`config.mk`:
```
export PLATFORM = sky130hd
export DESIGN_NAME = bcd_counter
export DESIGN_NICKNAME = d
export VERILOG_FILES = /design/src/rtl/bcd_counter.sv
export SDC_FILE = /design/constraint.sdc
export NUM_CORES = 1
export LEC_CHECK = 0
export CAP_MARGIN = 10
export CORE_MARGIN = 2
export CORE_UTILIZATION = 30
export CTS_CLUSTER_DIAMETER = 200
export CTS_CLUSTER_SIZE = 10
export DETAILED_ROUTE_END_ITERATION = 10
export HOLD_SLACK_MARGIN = 0.12
export PLACE_DENSITY = 0.53
export SETUP_SLACK_MARGIN = 0.02
export SLEW_MARGIN = 20
export SYNTH_ARGS = -nofsm -noshare
export SYNTH_HDL_FRONTEND = slang
export SYNTH_SLANG_ARGS = --single-unit
```
`constraint.sdc`:
```
create_clock -name clk -period 2.6 [get_ports clk]
set_clock_uncertainty 0.15 [all_clocks]
set_input_delay 0.52 -clock clk [delete_from_list [all_inputs] [get_ports clk]]
set_output_delay 0.52 -clock clk [all_outputs]
set_load 0.01 [all_outputs]
```
`src/rtl/bcd_counter.sv`:
```
// Decade up/down counter with prescaler, synchronous load, terminal count and wrap pulse.
// The digit register only ever holds codes 0-9, so the downstream BCD decoder never sees 10-15.
module bcd_counter #(
  parameter int unsigned PRESCALE = 1
) (
  input  logic       clk,
  input  logic       rst,
  input  logic       en,
  input  logic       up,
  input  logic       load,
  input  logic [3:0] din,
  output logic       A,
  output logic       B,
  output logic       C,
  output logic       D,
  output logic       tc,
  output logic       co,
  output logic       err
);

  localparam int unsigned PC_W = (PRESCALE <= 1) ? 1 : $clog2(PRESCALE);
  localparam logic [PC_W-1:0] PC_LAST = PC_W'(PRESCALE - 1);

  logic [3:0]      value_q, value_d;
  logic [PC_W-1:0] pc_q, pc_d;
  logic            co_q, co_d;
  logic            err_q, err_d;
  logic            step;

  assign step = en & ~load & (pc_q == PC_LAST);

  always_comb begin
    value_d = value_q;
    pc_d    = pc_q;
    co_d    = 1'b0;
    err_d   = err_q;
    if (load) begin
      // An out-of-range load leaves the digit untouched and only raises the sticky error.
      pc_d = '0;
      if (din <= 4'd9) value_d = din;
      else             err_d   = 1'b1;
    end else if (step) begin
      pc_d = '0;
      if (up) begin
        value_d = (value_q == 4'd9) ? 4'd0 : value_q + 4'd1;
        co_d    = (value_q == 4'd9);
      end else begin
        value_d = (value_q == 4'd0) ? 4'd9 : value_q - 4'd1;
        co_d    = (value_q == 4'd0);
      end
    end else if (en) begin
      pc_d = pc_q + PC_W'(1);
    end
  end

  always_ff @(posedge clk) begin
    if (rst) begin
      value_q <= 4'd0;
      pc_q    <= '0;
      co_q    <= 1'b0;
      err_q   <= 1'b0;
    end else begin
      value_q <= value_d;
      pc_q    <= pc_d;
      co_q    <= co_d;
      err_q   <= err_d;
    end
  end

  assign {A, B, C, D} = value_q;
  assign co  = co_q;
  assign err = err_q;
  assign tc  = up ? (value_q == 4'd9) : (value_q == 4'd0);

endmodule
```
==> results.yml <==
yosys:
  syn_area_um2: 453
  netlist-cell-type-count: 30
  synthFlopType: "dfxtp_1"
  synth_most_common_cell: "dfxtp_1"
  synth_area_leaders: "dfxtp_1, a21oi_1, a211oi_1, nand2_1, nor2_1"
  synth_edf_count: 0
  netlist_instances: 57
  synthMuxAreaShare_pct: 2.21
  synth_top_area_share_pct: 30.9
  syn_avg_cell_area_um2: 7.95
  synthXorXnorAreaFrac_pct: 3.87
  synth_common_cells: "dfxtp_1, a21oi_1, nand2_1, nor2_1"
  synth-seq-cells: 7
  synthAdderAreaFrac_pct: 0
  async_reset_ff_share_pct: 0
  synth_top_cell_by_area: "dfxtp_1"
  syn-num-nets: 66
  synth_top_family_by_area: "compound AO/OA/AOI/OAI gates"
  synth_compound_area_share_pct: 27.6
  synth_seq_area_share_pct: 30.9
  ys_warn_count: 0
  synthSimpleGateAreaFrac_pct: 25.7
sta:
  rsz0062_at_grt: "false"
  period_needed_ns: 2.43
  timing.fmax_mhz: 412
  setup_viol: 0
  worstMarginPinSlew_ns: 0.404
  hold_ws_ns: 0.327
  max-slew-margin-rel_pct: 72.8
  hold_violations: 0
  period_share_pct: 93.4
  fin_ws_ns: 0.171
  finalSetupTns_ns: 0
  drv_slew: 0
worst_hold_path:
  hp-class: "flip-flop to flip-flop"
  hold_start: "err"
finish:
  fin_cells: 90
  nFillCells: 153
  area_growth_syn_to_layout_pct: 42.8
  final_area_um2: 647
  seq_area_um2: 140
  multi_input_area_um2: 274
  drive_above_1_share_pct: 18.9
  nNetsFinal: 84
  diodes: 0
pwr:
  p_leak_nw: 0.246
  p_sw_w: 0.0000987
  p_comb_share_pct: 31.0
  peakVddDrop_mv: 0.291
  p_seq_share_pct: 37.6
  swShare_pct: 30.1
  power_density_mw_per_mm2: 507
  p_int_w: 0.000229
  power.share.clock_pct: 31.4
placed_design:
  numPlacedInstances: 86
  dpl_cell_area_um2: 621
  place_congestion: 0.712
  place.port_buffers: 15
  pre_cts_slack_ns: -0.318
  hpwl_um: 822
setup_path:
  path_class: "input pin to primary output"
  critPathArrivalTime_ns: 1.76
  end_kind: "primary output"
  worstSetupStartpointType: "input pin"
  worst-endpoint-required_ns: 1.93
  startpoint: "up"
  r2r-start: "value_q[0]"
  crit_fanout: 2
clocking:
  cts.sink_count: 7
  path_clk_slew_ns: 0.06
  clock_path_buffers: 2
  cts_buffers: 3
  clock_latency_ns: 0.25
  h-tree-depth: 1
  cts_root_buffer: "clkbuf_4"
  ctsHoldBuffers: 0
  cts_tree: "yes"
routing:
  ant_nets: 0
  drtPass1Iterations: 4
  drc: 0
  vias: 471
  first_iter_violations: 7
  vias_per_cell: 5.23
  drt-total-wl_um: 1120
  routedWlPerCell_um: 12.5
floorplanning:
  start_util_pct: 31.2
  die_height_um: 42.9
  die_area_mm2: 0.00184
  coreArea_mm2: 0.00145
  io_pins: 16
  die_w_um: 42.9
  row_count: 14
grt:
  grt_pass1_vias: 426
  grt_start_max_net_pins: 13
  grtUsageTotal_pct: 14.0
  overflow: 0
  antenna_found_initial: 0
  grt_pass1_wl_um: 1930
flow_run:
  maxCapViolations: 0
outcome:
  status: "finished, final reports clean"
## layer usage
layer | up-vias | part of all wire [%] | GRT usage, %
met2 | 12 | 45 | 20.9
met3 | 2 | 4.9 | 3.40
li1 | 238 | - | -
met1 | 219 | 48 | 19.1
met4 | 0 | 1.2 | 5.63
met5 | - | 0 | 0
## worst max-delay path, cell delays in order
cell             delay, ns
clkdlybuf4s50_1       0.41
or3_2                 0.42
a211oi_2              0.23
clkbuf_2              0.17
## placed cells by master (no fill, tap or decap), types with 2 or more instances in the layout
master / n
a211oi_1: 2
a21oi_1: 6
buf_4: 4
clkbuf_4: 3
clkdlybuf4s50_1: 14
dfxtp_1: 7
inv_1: 3
nand2_1: 5
nand3_1: 3
nor2_1: 5
## cells by family (layout without fill, tap and decap cells)
| family | count (synthesis) | after routing |
|---|---|---|
| AOI/OAI and AO/OA | 17 | 17 |
| xor gates and xnor gates | 2 | 2 |
| buffers and inverters | 9 | 26 |
| DFF | 7 | 7 |
| muxes | 1 | 1 |
| and+or+nand+nor | 21 | 21 |
## final timing paths
| path | cells past startpoint | endpoint | slack, ns |
|---|---|---|---|
| worst max-delay path | 4 | tc | 0.17 |
| worst min register to register | 2 | err | 0.33 |
| worst min-delay path | 2 | err | 0.33 |
| worst max register to register | 5 | value_q[3] | 0.72 |
## sequential cells by signal, summed over array words and instances, names as in the netlist
| signal | flops |
|---|---|
| pc_q | 1 |
| value_q | 4 |
| co | 1 |
| err | 1 |
## metrics by stage
stage	utilization, %	power [W]
after floorplan	-	0.000185
after global placement	42.7	0.000228
after detailed placement	42.7	0.000228
after CTS	44.8	0.000332
after global routing	44.5	0.000350
final	44.5	0.000328
## final cells by class
class | instances | area share, %
Timing Repair Buffer | 19 | 27.1
Sequential cell | 7 | 21.7
Multi-Input combinational cell | 41 | 42.4
Clock buffer | 4 | 4.06
Inverter | 3 | 1.74
Tap cell | 16 | 3.09
## power by group through the flow
stage	clock, W	combinational (W)	sequential (W)
after floorplan	0	0.0000618	0.000124
after global placement	0	0.000103	0.000125
after detailed placement	0	0.000102	0.000125
after CTS	0.000106	0.000103	0.000123
after global routing	0.000114	0.000111	0.000125
final	0.000103	0.000102	0.000123
## timing repair
action / in CTS / in global routing
pin swaps: 0 / 1
setup endpoints to repair: 1 / 1
gates cloned: 0 / 0
resized for setup: 2 / 2
setup buffers: 0 / 0
Note: power is estimated with default switching activity, not from simulation.
